--- src/rtl/dsa_bilineal_pkg.sv ---
`default_nettype none
// ============================================================================
//  Module      : dsa_bilineal_pkg
//  Description : Shared defaults, fill-state encoding and word-count helper
//                for the bilinear line-fill datapath.
//  Revision    : 1.0 - initial release
// ============================================================================
package dsa_bilineal_pkg;

    localparam int LINE_WIDTH_DEF = 512;
    localparam int MEM_AW_DEF     = 20;
    localparam int WORD_IDX_W     = 10;

    typedef enum logic [1:0] {
        FILL_IDLE = 2'd0,
        FILL_REQ  = 2'd1,
        FILL_WAIT = 2'd2,
        FILL_FIN  = 2'd3
    } fill_state_t;

    // Number of 4-pixel words covering a row, rounded up
    function automatic logic [WORD_IDX_W-1:0] words_for_width(input logic [10:0] width);
        logic [11:0] sum;
        sum = {1'b0, width} + 12'd3;
        return sum[11:2];
    endfunction

endpackage
`default_nettype wire

--- src/rtl/row_addr_gen.sv ---
`default_nettype none
// ============================================================================
//  Module      : row_addr_gen
//  Description : Registers the row offset (row * stride) once per source row
//                so the per-word address is a plain add.
//  Revision    : 1.0 - initial release
// ============================================================================
module row_addr_gen #(
    parameter int AW = 20
) (
    input  logic          clk,
    input  logic          rst,
    input  logic          load,
    input  logic [9:0]    row,
    input  logic [AW-1:0] stride,
    output logic [AW-1:0] row_off
);

    // Capture the row offset, truncated to the memory address width
    always_ff @(posedge clk or posedge rst) begin
        if (rst) begin
            row_off <= '0;
        end else if (load) begin
            row_off <= AW'(row) * stride;
        end
    end

endmodule
`default_nettype wire

--- src/rtl/line_fill_ctrl.sv ---
`default_nettype none
// ============================================================================
//  Module      : line_fill_ctrl
//  Description : Fetches two adjacent image rows (y and y+1, edge-replicated)
//                from word memory into two line buffers, one read in flight.
//  Revision    : 1.0 - initial release
// ============================================================================
module line_fill_ctrl
    import dsa_bilineal_pkg::*;
#(
    parameter int LINE_WIDTH = LINE_WIDTH_DEF,
    parameter int MEM_AW     = MEM_AW_DEF
) (
    input  logic              clk,
    input  logic              rst,
    input  logic              start,
    input  logic [MEM_AW-1:0] cfg_base,
    input  logic [MEM_AW-1:0] cfg_stride,
    input  logic [10:0]       cfg_width,
    input  logic [9:0]        cfg_height,
    input  logic [9:0]        cfg_row,
    output logic              mem_rd_en,
    output logic [MEM_AW-1:0] mem_addr,
    input  logic              mem_rd_valid,
    input  logic [31:0]       mem_rd_data,
    output logic              lb0_wr_en,
    output logic              lb1_wr_en,
    output logic [9:0]        lb_wr_addr,
    output logic [31:0]       lb_wr_data,
    output logic              busy,
    output logic              done,
    output logic              cfg_err
);

    localparam logic [WORD_IDX_W-1:0] LINE_WORDS = WORD_IDX_W'(LINE_WIDTH / 4);

    fill_state_t             state;
    fill_state_t             state_nxt;
    logic [MEM_AW-1:0]       base_q;
    logic [MEM_AW-1:0]       stride_q;
    logic [MEM_AW-1:0]       row_off;
    logic [WORD_IDX_W-1:0]   words_q;
    logic [WORD_IDX_W-1:0]   word_idx;
    logic [9:0]              row_b_q;
    logic                    row_sel;

    logic [WORD_IDX_W-1:0]   words_raw;
    logic [WORD_IDX_W-1:0]   words_calc;
    logic                    clamp;
    logic [10:0]             row_next;
    logic [9:0]              row_last;
    logic [9:0]              row_b_calc;
    logic                    accept;
    logic                    last_word;
    logic                    row_load;
    logic [9:0]              load_row;
    logic [MEM_AW-1:0]       load_stride;

    // Config-derived word count, clamp flag and edge-replicated second row
    always_comb begin
        words_raw  = words_for_width(cfg_width);
        clamp      = (words_raw > LINE_WORDS);
        words_calc = clamp ? LINE_WORDS : words_raw;
        row_next   = {1'b0, cfg_row} + 11'd1;
        row_last   = cfg_height - 10'd1;
        row_b_calc = (row_next > {1'b0, row_last}) ? row_last : row_next[9:0];
    end

    assign accept    = (state == FILL_WAIT) && mem_rd_valid;
    assign last_word = (word_idx == (words_q - 10'd1));

    // Row offset is refreshed at start (row y) and at the row-0 to row-1 switch
    assign row_load    = ((state == FILL_IDLE) && start) || (accept && last_word && !row_sel);
    assign load_row    = (state == FILL_IDLE) ? cfg_row : row_b_q;
    assign load_stride = (state == FILL_IDLE) ? cfg_stride : stride_q;

    row_addr_gen #(
        .AW (MEM_AW)
    ) u_row_addr_gen (
        .clk     (clk),
        .rst     (rst),
        .load    (row_load),
        .row     (load_row),
        .stride  (load_stride),
        .row_off (row_off)
    );

    // State register
    always_ff @(posedge clk or posedge rst) begin
        if (rst) begin
            state <= FILL_IDLE;
        end else begin
            state <= state_nxt;
        end
    end

    // Next-state decode and state-derived outputs
    always_comb begin
        state_nxt = state;
        mem_rd_en = 1'b0;
        mem_addr  = '0;
        busy      = 1'b1;
        done      = 1'b0;
        case (state)
            FILL_IDLE: begin
                busy = 1'b0;
                if (start) begin
                    state_nxt = (words_calc == '0) ? FILL_FIN : FILL_REQ;
                end
            end
            FILL_REQ: begin
                mem_rd_en = 1'b1;
                mem_addr  = base_q + row_off + MEM_AW'(word_idx);
                state_nxt = FILL_WAIT;
            end
            FILL_WAIT: begin
                if (mem_rd_valid) begin
                    state_nxt = (last_word && row_sel) ? FILL_FIN : FILL_REQ;
                end
            end
            FILL_FIN: begin
                done      = 1'b1;
                state_nxt = FILL_IDLE;
            end
            default: begin
                state_nxt = FILL_IDLE;
            end
        endcase
    end

    // Config latch, word/row walk and registered line-buffer write port
    always_ff @(posedge clk or posedge rst) begin
        if (rst) begin
            base_q     <= '0;
            stride_q   <= '0;
            words_q    <= '0;
            row_b_q    <= '0;
            row_sel    <= 1'b0;
            word_idx   <= '0;
            cfg_err    <= 1'b0;
            lb0_wr_en  <= 1'b0;
            lb1_wr_en  <= 1'b0;
            lb_wr_addr <= '0;
            lb_wr_data <= '0;
        end else begin
            lb0_wr_en <= 1'b0;
            lb1_wr_en <= 1'b0;
            if ((state == FILL_IDLE) && start) begin
                base_q   <= cfg_base;
                stride_q <= cfg_stride;
                words_q  <= words_calc;
                cfg_err  <= clamp;
                row_b_q  <= row_b_calc;
                row_sel  <= 1'b0;
                word_idx <= '0;
            end
            if (accept) begin
                lb0_wr_en  <= ~row_sel;
                lb1_wr_en  <= row_sel;
                lb_wr_addr <= word_idx;
                lb_wr_data <= mem_rd_data;
                if (last_word) begin
                    word_idx <= '0;
                    row_sel  <= 1'b1;
                end else begin
                    word_idx <= word_idx + 10'd1;
                end
            end
        end
    end

endmodule
`default_nettype wire

--- config.mk ---
export PLATFORM = sky130hd
export DESIGN_NAME = line_fill_ctrl
export DESIGN_NICKNAME = d
export VERILOG_FILES = /design/src/rtl/dsa_bilineal_pkg.sv /design/src/rtl/row_addr_gen.sv /design/src/rtl/line_fill_ctrl.sv
export SDC_FILE = /design/constraint.sdc
export NUM_CORES = 1
export LEC_CHECK = 0
export CAP_MARGIN = 20
export CORE_MARGIN = 10
export CORE_UTILIZATION = 45
export DETAILED_ROUTE_END_ITERATION = 12
export PLACE_DENSITY = 0.68
export SETUP_SLACK_MARGIN = 0.5
export SLEW_MARGIN = 15
export SYNTH_ARGS = -nofsm -noshare
export SYNTH_HDL_FRONTEND = slang
export SYNTH_HIERARCHICAL = 1
export SYNTH_SLANG_ARGS = --single-unit
--- constraint.sdc ---
create_clock -name clk -period 17.1 [get_ports clk]
set_input_delay 1.71 -clock clk [delete_from_list [all_inputs] [get_ports clk]]
set_output_delay 1.71 -clock clk [all_outputs]
set_load 0.01 [all_outputs]
# Word-level counts from Yosys, hierarchy flattened
# Cells that the tools add are included.
# Widths: inputs -> output; s select.
dict set report word_totals {
  regBits 138
  in_bits 107
}
dict set report op_classes {
  add_sub_neg 7
  mul 1
  order_cmp 2
  eq_ne 6
  n_mux 21
  n_bitwise 1
  n_reduce_logical 11
}
# cell count
set ops {}
lappend ops {{$mux 10} 6}
lappend ops {{$mux 20} 2}
lappend ops {{$add 20x10->20} 1}
lappend ops {{$add 20x20->20} 1}
lappend ops {{$mul 10x20->20} 1}
lappend ops {{$sub 10x1->10 const B} 2}
lappend ops {{$add 11x2->12 const B} 1}
lappend ops {{$add 10x1->11 const B} 1}
lappend ops {{$gt 11x10->1} 1}
lappend ops {{$add 10x1->10 const B} 1}
lappend ops {{$eq 10x10->1} 1}
lappend ops {{$gt 10x8->1 const B} 1}
lappend ops {{$logic_not 10->1} 1}
lappend ops {{$mux 1} 8}
lappend ops {{$mux 2} 4}
lappend ops {{$pmux 2 s4} 1}
lappend ops {{$logic_and 1x1->1} 5}
lappend ops {{$eq 2x2->1 const B} 2}
lappend ops {{$ne 2x2->1 const B} 2}
lappend ops {{$eq 2x1->1 const B} 1}
lappend ops {{$logic_not 2->1} 1}
lappend ops {{$reduce_and 2->1} 1}
lappend ops {{$reduce_bool 2->1} 1}
lappend ops {{$logic_not 1->1} 1}
lappend ops {{2 further kinds} 2}

# Depth between registers and ports, before layout
# Gate-level depths: netlist of run 1.
dict set report depth {
  ltp_word 7
  ltp_mapped 24
  mapped_depth_nobuf 20
}

# Modules after synthesis
# Netlist of run 1, hierarchy kept.
# mod instances cells_per_inst area_each_um2 seq_area_each_um2
set modules_own_cells {}
lappend modules_own_cells {line_fill_ctrl 1 749 7267.0 2952.8}
lappend modules_own_cells {row_addr_gen 1 593 5318.9 500.5}

# Worst setup path before layout of run 1
# No wires, ideal clock.
dict set report synth_path {
  path_type {input -> register}
  startpoint {input cfg_row[2]}
  endpoint {register u_row_addr_gen.row_off[15]}
  setup_time_ps 69
  arrival_ps 6539
  required_time_ps 17031
  slack_ps 10492
  cell_stages 19
  n_path_buf 2
  cell_sequence {mux2_1 buf_2 clkbuf_1 nand2_1 fa_1 inv_1 fa_1 inv_1 fa_1 fa_1 fa_1 inv_1 ha_1 a21o_1 a21oi_4 o21ai_2 a221o_1 a2111oi_2 nand3b_1}
}
dict set report synth_between {
  elab_chain_len 2
}
# element line
set synth_rtl {}
lappend synth_rtl {{start: declaration} line_fill_ctrl.sv:21} ;# input logic [9:0] cfg_row,
lappend synth_rtl {{$mux 10} line_fill_ctrl.sv:74} ;# assign load_row = (state == FILL_IDLE) ? cfg_row : row_b_q;
lappend synth_rtl {{$mul 10x20->20} row_addr_gen.sv:24} ;# row_off <= AW'(row) * stride;
lappend synth_rtl {{end signal: assignment} row_addr_gen.sv:24}
lappend synth_rtl {{end: declaration} row_addr_gen.sv:16} ;# output logic [AW-1:0] row_off
# Every way passes these cells.
# A chain may end at the register's enable or synchronous reset.

# Worst setup path after layout of run 1
dict set report layout_path {
  startpoint {input cfg_row[1]}
  endpoint {register u_row_addr_gen.row_off[15]}
}
dict set report layout_between {
  elab_chain_len 2
}
# element line
set layout_rtl {}
lappend layout_rtl {{$mux 10} line_fill_ctrl.sv:74}
lappend layout_rtl {{net load_row[1]} line_fill_ctrl.sv:56} ;# logic [9:0] load_row;
lappend layout_rtl {{$mul 10x20->20} row_addr_gen.sv:24}
# The timed path passes the listed nets, and every way through them passes these cells.

==> results of run 1 <==
-- worst paths after layout --
path	startpoint	to	slack, ns	cells past startpoint
worst max-delay path	cfg_row[1]	u_row_addr_gen/row_off[15]	9.99	18
worst min-delay path	lb_wr_data[3]	lb_wr_data[3]	0.48	2
worst max register to register	state[1]	u_row_addr_gen/row_off[19]	10.49	17
worst min register to register	lb_wr_data[3]	lb_wr_data[3]	0.48	2
max in group asynchronous	rst	word_idx[6]	14.21	4
min in group asynchronous	rst	base_q[17]	1.73	2
-- stage by stage --
| step | area [um2] | hold WS, ns | util (%) |
|---|---|---|---|
| floorplan | 12590 | 0.4417 | - |
| global placement | 14600 | 0.4564 | 52.70 |
| detailed placement | 14600 | 0.4611 | 52.70 |
| CTS | 15220 | 0.4790 | 54.92 |
| global route | 15240 | 0.4984 | 55.02 |
| finish | 15240 | 0.4760 | 55.02 |
-- cells by family (layout without fill, tap and decap cells) --
| group | after synthesis | count (layout) |
|---|---|---|
| muxes | 84 | 84 |
| AOI/OAI and AO/OA | 172 | 172 |
| DFF | 138 | 138 |
| xor gates and xnor gates | 68 | 68 |
| buffers and inverters | 194 | 347 |
| and+or+nand+nor | 498 | 498 |
| adders and majority gates | 188 | 188 |
-- sequential cells by signal, summed over array words and instances (netlist names) --
name and flops:
base_q 20, cfg_err 1, lb0_wr_en 1, lb1_wr_en 1
lb_wr_addr 10, lb_wr_data 32, row_b_q 10, row_sel 1
state 2, stride_q 20, u_row_addr_gen/row_off 20, word_idx 10
words_q 10
-- cell usage after synthesis (all sizes together), types with 22 or more instances --
library cell | n | area, um2
fa | 113 | 2262
nand2 | 258 | 968.4
ha | 75 | 938.4
mux2 | 80 | 900.9
nor2 | 44 | 165.2
clkbuf | 44 | 185.2
o21ai | 28 | 143.9
nand3 | 24 | 120.1
a21oi | 31 | 170.2
and2 | 80 | 500.5
xor2 | 22 | 192.7
inv | 134 | 503.0
xnor2 | 44 | 385.4
dfrtp | 138 | 3453
nor3 | 28 | 140.1
-- cell type report --
| class | instances | area (um2) | share of cell area [%] |
|---|---|---|---|
| Multi-Input combinational cell | 1010 | 8387 | 55.01 |
| Timing Repair Buffer | 180 | 1807 | 11.85 |
| Clock inverter | 15 | 190.2 | 1.248 |
| Inverter | 135 | 509.2 | 3.340 |
| Sequential cell | 138 | 3453 | 22.65 |
| Clock buffer | 17 | 425.4 | 2.791 |
| Tap cell | 378 | 473.0 | 3.102 |
-- routing by layer --
layer	vias to the layer above	global-route usage, %
li1	4729	-
met1	4797	24.78
met2	253	31.11
met3	24	3.729
met4	0	3.939
met5	-	0
-- worst register-to-register path, stage by stage (launching register included) --
cell,delay [ns]
dfrtp_1,0.43
nor2_4,0.81
mux2_1,0.68
and2_1,0.31
fa_1,0.51
fa_1,0.58
fa_1,0.44
fa_1,0.54
inv_1,0.05
fa_1,0.53
inv_1,0.04
ha_1,0.39
a21oi_1,0.24
a211oi_1,0.12
or4_1,0.47
o211ai_1,0.12
xnor2_1,0.15
a21oi_1,0.08
==> results.md, run 1 <==
- Area delta synth->final: 21.13%
- Max clock buf depth: 2
- Antenna-violating nets left: 0
- Post-synthesis mux area share: 7.476%
- Slowest CP cell: mux2_1
- Mapped cell area: 0.01259 mm2
- Yosys warning count: 6
- Max stage delay on crit path: 0.60 ns
- Met3 wire len: 1.742 mm
- Commonest non-fill, non-tap cell in the layout: nand2_1
- Postcts setup bufs: 0
- Port Buf Inserts: 174
- Crit path buffers/inverters: 4
- Final worst-path cycle share: 41.59%
- Fillcell total: 2,492
- Final Non-Filler Cells: 1,873
- GRT Total Usage: 18.74%
- Area of the core: 0.02771 mm2
- Fmax achieved: 140.6 MHz
- Max-slew headroom: 31.21%
- Die Y: 187.2 um
- Initial antenna violation count: 0
- CP startpoint kind: input port
- Async S/R FF share, synth: 100.0%
- Dpl hpwl: 24.66 mm
- Final min period: 7.112 ns
- Setup_tns: 0 ns
- H-tree Lvls: 4
- Post-synth top flop: dfrtp_1
- Commonest cells after routing, fill and taps aside: nand2_1, clkdlybuf4s50_1, dfrtp_1
- Worst-path cell chain: clkdlybuf4s50_1 -> mux2_1 -> nand2_1 -> fa_1 -> inv_1 -> fa_1 -> inv_1 -> fa_1 -> fa_1 -> fa_1 -> inv_1 -> ha_1 -> a21o_1 -> a21oi_4 -> o21ai_2 -> a221o_1 -> a2111oi_2 -> nand3b_1
- Mapped Nets: 1,637
- Crit. End Element: flip-flop
- Worst EP arrival: 7.49 ns
- CTS tree: yes
- Final setup viols: 0
- Total wire length: 32.49 mm
- Post-synth EDFFs: 0
- Clk_skew: 0.01715 ns
- Hold Fails Final Rpt: 0
- Top layer in use: met4
- Die width: 187.2 um
- CP top delay family: adder cells
- Worst Hold Class: reg2reg
- Post-synth cell types: 83
- Crit path kind: in2reg
- Overflow after GRT: 0
- Cells after synthesis: 1,342
- Post-cts hold buffer count: 0
- Vias in the first global route: 10.30k
- Largest net degree at the start of global routing: 80
- CP dominant cell by count: fa_1
- Post-Place Worst Slack: 9.571 ns
- Dpl cells: 1,840
- Worst-path clk slew: 0.08 ns
- Post_cts resized: 0
- XOR/XNOR share of the synthesized area: 4.951%
- Run status: finished, final reports clean
- Full die area: 0.03506 mm2
- DRT Pass-1 Iters: 6
- Final GP Congestion: 0.9074
- I/O pins: 175
- Post-synthesis register bit count: 138
- Crit-path max FO: 19
- Tightest Pin Transition: 1.029 ns
- First-pass GRT wire length: 53.94 mm
- Via count: 9,803
- Post-Synth Simple-Gate Area: 18.72%
- Mean Syn Cell Area: 9.378 um2
- Clk_lat worst skew: 0.44 ns
- Seq/Total Area, Yosys: 27.44%
- Sink Count: 138
- Initial Util: 45.43%
- Final net count: 1,777
- # Max-Cap Violations: 0
- DRT met1 WL: 15.04 mm
- Synth Area in Compound Gates: 9.872%
- Routed vias/inst: 5.234
- Initial drt markers: 541
- Adder-cell area share of the yosys netlist: 25.43%
- ANT cells: 0
- Num CTS Buffers: 17
- Pins Over Slew Limit: 0
- Unrepaired setup endpoints after global routing: no
- PnR worst setup slack: 9.988 ns
- Met2 wire length: 15.39 mm
- Largest family of logic cells by synthesized area: adder cells
- Root buf cell: clkbuf_16
- Drt drc: 0
- Worst EP required: 17.48 ns
- Share of layout cells above drive strength 1: 4.816%
- Core Rows: 61
- Average routed wire per standard cell: 17.35 um
Power of run 1 is left out: the tool's default activity adds up to more than one toggle a clock period on the data nets, which glitch-free logic cannot reach.
==> run 2: changes to the inputs <==
--- a/config.mk
+++ b/config.mk
@@ -9,7 +9,7 @@
 export CORE_MARGIN = 10
 export CORE_UTILIZATION = 45
 export DETAILED_ROUTE_END_ITERATION = 12
-export PLACE_DENSITY = 0.68
+export PLACE_DENSITY = 0.7
 export SETUP_SLACK_MARGIN = 0.5
 export SLEW_MARGIN = 15
 export SYNTH_ARGS = -nofsm -noshare
==> constraint.sdc (replaced) <==
create_clock -name clk -period 6 [get_ports clk]
set_input_delay 0.6 -clock clk [delete_from_list [all_inputs] [get_ports clk]]
set_output_delay 0.6 -clock clk [all_outputs]
set_load 0.01 [all_outputs]
==> results.md, run 2 (synthesis gave the netlist of run 1 again) <==
- Clk_lat worst skew: 0.44 ns
- Hold Fails Final Rpt: 0
- Drt drc: 0
- Design Area, Final: 0.01636 mm2
- Pins Over Slew Limit: 0
- Final GP Congestion: 0.8795
- Placed Area: 0.01499 mm2
- PnR worst setup slack: 0.3804 ns
- Initial drt markers: 632
- Via count: 10.44k
- Die width: 187.2 um
- Average routed wire per standard cell: 17.99 um
- Post-Place Worst Slack: -0.09786 ns
- Num CTS Buffers: 17
- Share of layout cells above drive strength 1: 14.28%
- Initial antenna violation count: 1
- # Max-Cap Violations: 0
- Worst-path clk slew: 0.07 ns
- Core Rows: 61
- CP startpoint kind: flip-flop
- Commonest cells after routing, fill and taps aside: nand2_1, clkdlybuf4s50_1, dfrtp_1
- First-pass GRT wire length: 57.04 mm
- Full die area: 0.03506 mm2
- Max clock buf depth: 2
- I/O pins: 175
- Worst EP required: 6.31 ns
- Max stage delay on crit path: 0.55 ns
- Crit path kind: reg2reg
- Largest net degree at the start of global routing: 74
- Crit. End Element: flip-flop
- Total wire length: 35.16 mm
- Final core occ: 59.07%
- CTS tree: yes
- Area of the core: 0.02771 mm2
- Run status: finished, final reports clean
- Port Buf Inserts: 174
- Commonest non-fill, non-tap cell in the layout: nand2_1
- Tightest Pin Transition: 1.010 ns
- Antenna-violating nets left: 0
- Dpl hpwl: 25.52 mm
- Area delta synth->final: 30.02%
- H-tree Lvls: 4
- Clk_skew: 0.02009 ns
- Fillcell total: 2,316
- Overflow after GRT: 0
- Worst EP arrival: 5.93 ns
- Slowest CP cell: fa_1
- GRT Total Usage: 19.86%
- Number of flip-flops in the largest register: 32
- Crit-path max FO: 8
- Fmax achieved: 178.0 MHz
- Most flops, register: lb_wr_data
- Final worst-path cycle share: 93.66%
- Root buf cell: clkbuf_16
- Register area: 0.003455 mm2
- Die Y: 187.2 um
- Worst Hold Class: reg2reg
- Worst-path cell chain: nor2_4 -> buf_12 -> buf_12 -> buf_16 -> mux2_4 -> and2_1 -> fa_1 -> inv_2 -> fa_1 -> inv_1 -> fa_1 -> fa_1 -> inv_1 -> fa_1 -> inv_2 -> ha_4 -> a21oi_4 -> o21ai_1 -> or4_1 -> o211ai_1 -> xnor2_1 -> a21oi_1
- Routed vias/inst: 5.343
- Final min period: 5.620 ns
- CP dominant cell by count: fa_1
- Area occupied by multi-input gates: 0.008765 mm2
- DRT Pass-1 Iters: 6
- Max-slew headroom: 32.68%
- Post-cts hold buffer count: 0
- Unrepaired setup endpoints after global routing: yes
- Sink Count: 138
- Vias in the first global route: 10.93k
- Initial Util: 45.43%
- Final setup viols: 0
- Final net count: 1,858
- ANT cells: 0
- Setup_tns: 0 ns
[run 2: cell count changes in the layout (fill, tap and decap cells not counted), sizes merged]
cell	change
bufinv	-1
mux2	+2
buf	+78
inv	-3
bufbuf	+1
clkinvlp	+2
clkinv	+2
[run 2: cell type report]
class / count / area share, %
clock buffers: 17 / 2.600
clock inverters: 15 / 1.093
inverters: 135 / 3.112
multi-input cells: 1012 / 53.56
flip-flops and latches: 138 / 21.11
well taps: 378 / 2.890
repair buffers: 259 / 15.64
[run 2: metrics by stage]
stage / cells / hold WS, ns
global route: 1954 / 0.4984
floorplan: 1342 / 0.4417
CTS: 1949 / 0.4795
finish: 1954 / 0.4747
global placement: 1879 / 0.4573
detailed placement: 1879 / 0.4618
[run 2: path summary, 6_finish.rpt]
kind	endpoint	slack, ns	start	cells past startpoint
worst max-delay path	u_row_addr_gen/row_off[19]	0.38	state[0]	22
worst min-delay path	lb_wr_data[16]	0.47	lb_wr_data[16]	2
worst max register to register	u_row_addr_gen/row_off[19]	0.38	state[0]	22
worst min register to register	lb_wr_data[16]	0.47	lb_wr_data[16]	2
max in group asynchronous	state[0]	3.99	rst	3
min in group asynchronous	u_row_addr_gen/row_off[6]	0.75	rst	2
[run 2: critical path, delay by kind of cell (launching register included)]
family          cells  cell delay [ns]
buf+inv             7             0.59
xor+xnor            1             0.14
flops               1             0.44
fa+ha+maj           6             2.82
mux                 1             0.35
simple gates        3             0.72
compound gates      4             0.45
[run 2: timing repair]
item                       4_1_cts  5_1_grt
buffers inserted                32        5
pin swaps                       40       22
setup endpoints to repair       10       10
cloned                           6        0
gates resized for setup         72       16
[run 2: routing by layer]
| layer | up-vias | share of wire, % | global-route usage (%) |
|---|---|---|---|
| li1 | 4888 | - | - |
| met1 | 5112 | 42 | 23.80 |
| met5 | - | 0.057 | 0 |
| met2 | 370 | 49 | 33.45 |
| met3 | 68 | 7.7 | 6.469 |
| met4 | 2 | 2.1 | 5.490 |
Power of run 2 is left out for the same reason.
==> run 3: changes to the inputs <==
--- a/config.mk
+++ b/config.mk
@@ -6,6 +6,7 @@
 export NUM_CORES = 1
 export LEC_CHECK = 0
 export CAP_MARGIN = 20
+export CORE_ASPECT_RATIO = 2
 export CORE_MARGIN = 10
 export CORE_UTILIZATION = 45
 export DETAILED_ROUTE_END_ITERATION = 12
@@ -16,3 +17,4 @@
 export SYNTH_HDL_FRONTEND = slang
 export SYNTH_HIERARCHICAL = 1
 export SYNTH_SLANG_ARGS = --single-unit
+export TNS_END_PERCENT = 100
==> results.md, run 3 (synthesis gave the netlist of run 1 again) <==
- Hold path cells: 2
- Worst min-delay path startpoint: lb_wr_data[25]
- Initial antenna violation count: 0
- Max clock buf depth: 2
- Met2 Use GR: 40.94%
- Hold Fails Final Rpt: 0
- Crit-path max FO: 8
- Core Rows: 86
- DRT Pass-1 Iters: 5
- Clk_lat worst skew: 0.45 ns
- Area occupied by multi-input gates: 0.008826 mm2
- Hold EP: lb_wr_data[25]
- Area delta synth->final: 31.25%
- Die Y: 256.5 um
- Total wire length: 39.09 mm
- Run status: finished, final reports clean
- I/O pins: 175
- Drt drc: 0
- Final GP Congestion: 0.9728
- Area of the core: 0.02755 mm2
- Crit path kind: reg2reg
- CP dominant cell by count: fa_1
- Antenna-violating nets left: 0
- Sink Count: 138
- Root buf cell: clkbuf_16
- Crit. End Element: flip-flop
- Fmax achieved: 173.2 MHz
- Max-slew headroom: 33.96%
- Worst r2r src: state[0]
- Initial drt markers: 509
- Final worst-path cycle share: 96.24%
- M3 GR Usage: 4.775%
- Clk_skew: 0.01638 ns
- Fillcell total: 2,419
- M1 GR Usage: 19.56%
- Final setup viols: 0
- Full die area: 0.03546 mm2
- Die width: 138.3 um
- Final min period: 5.774 ns
- Final net count: 1,875
- CP startpoint kind: flip-flop
- Register area: 0.003453 mm2
- Routed vias/inst: 5.482
- Pins Over Slew Limit: 0
- Post-Place Worst Slack: -0.09684 ns
- Vias in the first global route: 11.79k
- Tightest Pin Transition: 0.9870 ns
- Largest net degree at the start of global routing: 78
- CTS tree: yes
- GR peak layer: met2
- Share of layout cells above drive strength 1: 15.63%
- Max stage delay on crit path: 0.65 ns
- Number of flip-flops in the largest register: 32
- GRT Total Usage: 21.46%
- Initial Util: 45.69%
- Overflow after GRT: 0
- Worst-path clk slew: 0.06 ns
- Commonest non-fill, non-tap cell in the layout: nand2_1
- Unrepaired setup endpoints after global routing: yes
- Slowest CP cell: fa_1
- Worst Hold Class: reg2reg
- Port Buf Inserts: 174
- H-tree Lvls: 4
- Worst-case reg-to-reg path depth: 20
- Via count: 10.66k
- Worst EP arrival: 6.08 ns
- Setup_tns: 0 ns
- PnR worst setup slack: 0.2257 ns
- Worst EP required: 6.30 ns
- Dpl hpwl: 30.39 mm
- Reg-to-reg slack, setup: 0.23 ns
- Worst-path cell chain: nor2_4 -> buf_12 -> buf_16 -> mux2_4 -> buf_6 -> and2_1 -> fa_1 -> fa_1 -> fa_1 -> fa_1 -> inv_1 -> fa_1 -> inv_1 -> ha_1 -> nand3_1 -> a211oi_2 -> or4_1 -> o211ai_1 -> xnor2_1 -> a21oi_1
- Post-cts hold buffer count: 0
- Num CTS Buffers: 17
- First-pass GRT wire length: 60.92 mm
- # Max-Cap Violations: 0
- Average routed wire per standard cell: 20.10 um
- Commonest cells after routing, fill and taps aside: nand2_1, clkdlybuf4s50_1, dfrtp_1
- Most flops, register: lb_wr_data
- ANT cells: 0
- Crit Reg-Reg Endpoint: u_row_addr_gen/row_off[19]
[run 3: metal layers]
layer  part of all wire [%]  routed length, um
met1                     33              12780
met2                     56              21960
met3                    5.0               1939
met4                    6.2               2410
met5                      0                  0
[run 3: worst max-delay path by stage]
stage	start	to	slack (ns)	cells after the start
2_1_floorplan	state[0]	u_row_addr_gen/row_off[19]	0.50	20
3_3_place_gp	cfg_row[1]	u_row_addr_gen/row_off[18]	-0.06	20
3_5_place_dp	cfg_row[2]	u_row_addr_gen/row_off[16]	-0.1	20
4_1_cts	state[1]	u_row_addr_gen/row_off[16]	0.22	19
5_1_grt	state[0]	u_row_addr_gen/row_off[19]	0.08	20
6_report	state[0]	u_row_addr_gen/row_off[19]	0.23	20
[run 3: final cells by class]
type / count / share of cell area (%)
clock buffers: 22 / 2.750
inverters: 135 / 3.083
multi-input cells: 1012 / 53.43
clock inverters: 10 / 0.7196
repair buffers: 276 / 16.44
flip-flops and latches: 138 / 20.91
well taps: 352 / 2.666
[run 3: critical path: cells and delay by family, from the launching register on]
family	cells	cell delay, ns
AND/OR/NAND/NOR	4	0.98
AO/OA/AOI/OAI	3	0.28
XOR/XNOR	1	0.15
flip-flops	1	0.41
adder cells (fa/ha/maj)	6	2.89
buffers and inverters	5	0.54
multiplexers	1	0.37
[run 3: what timing repair did]
action,CTS,global route
pin swaps,12,30
setup endpoints to repair,10,12
buffers inserted,23,4
resized for setup,39,71
gates cloned,3,3
[run 3: per-stage QoR]
| step | instances | cell area (um2) | hold WS, ns | util [%] |
|---|---|---|---|---|
| 2_1_floorplan | 1342 | 12790 | 0.4417 | - |
| 3_3_place_gp | 1879 | 15170 | 0.4564 | 55.08 |
| 3_5_place_dp | 1879 | 15170 | 0.4615 | 55.08 |
| 4_1_cts | 1937 | 16110 | 0.4765 | 58.48 |
| 5_1_grt | 1945 | 16520 | 0.4958 | 59.97 |
| 6_report | 1945 | 16520 | 0.4728 | 59.97 |
Power of run 3 is left out for the same reason.
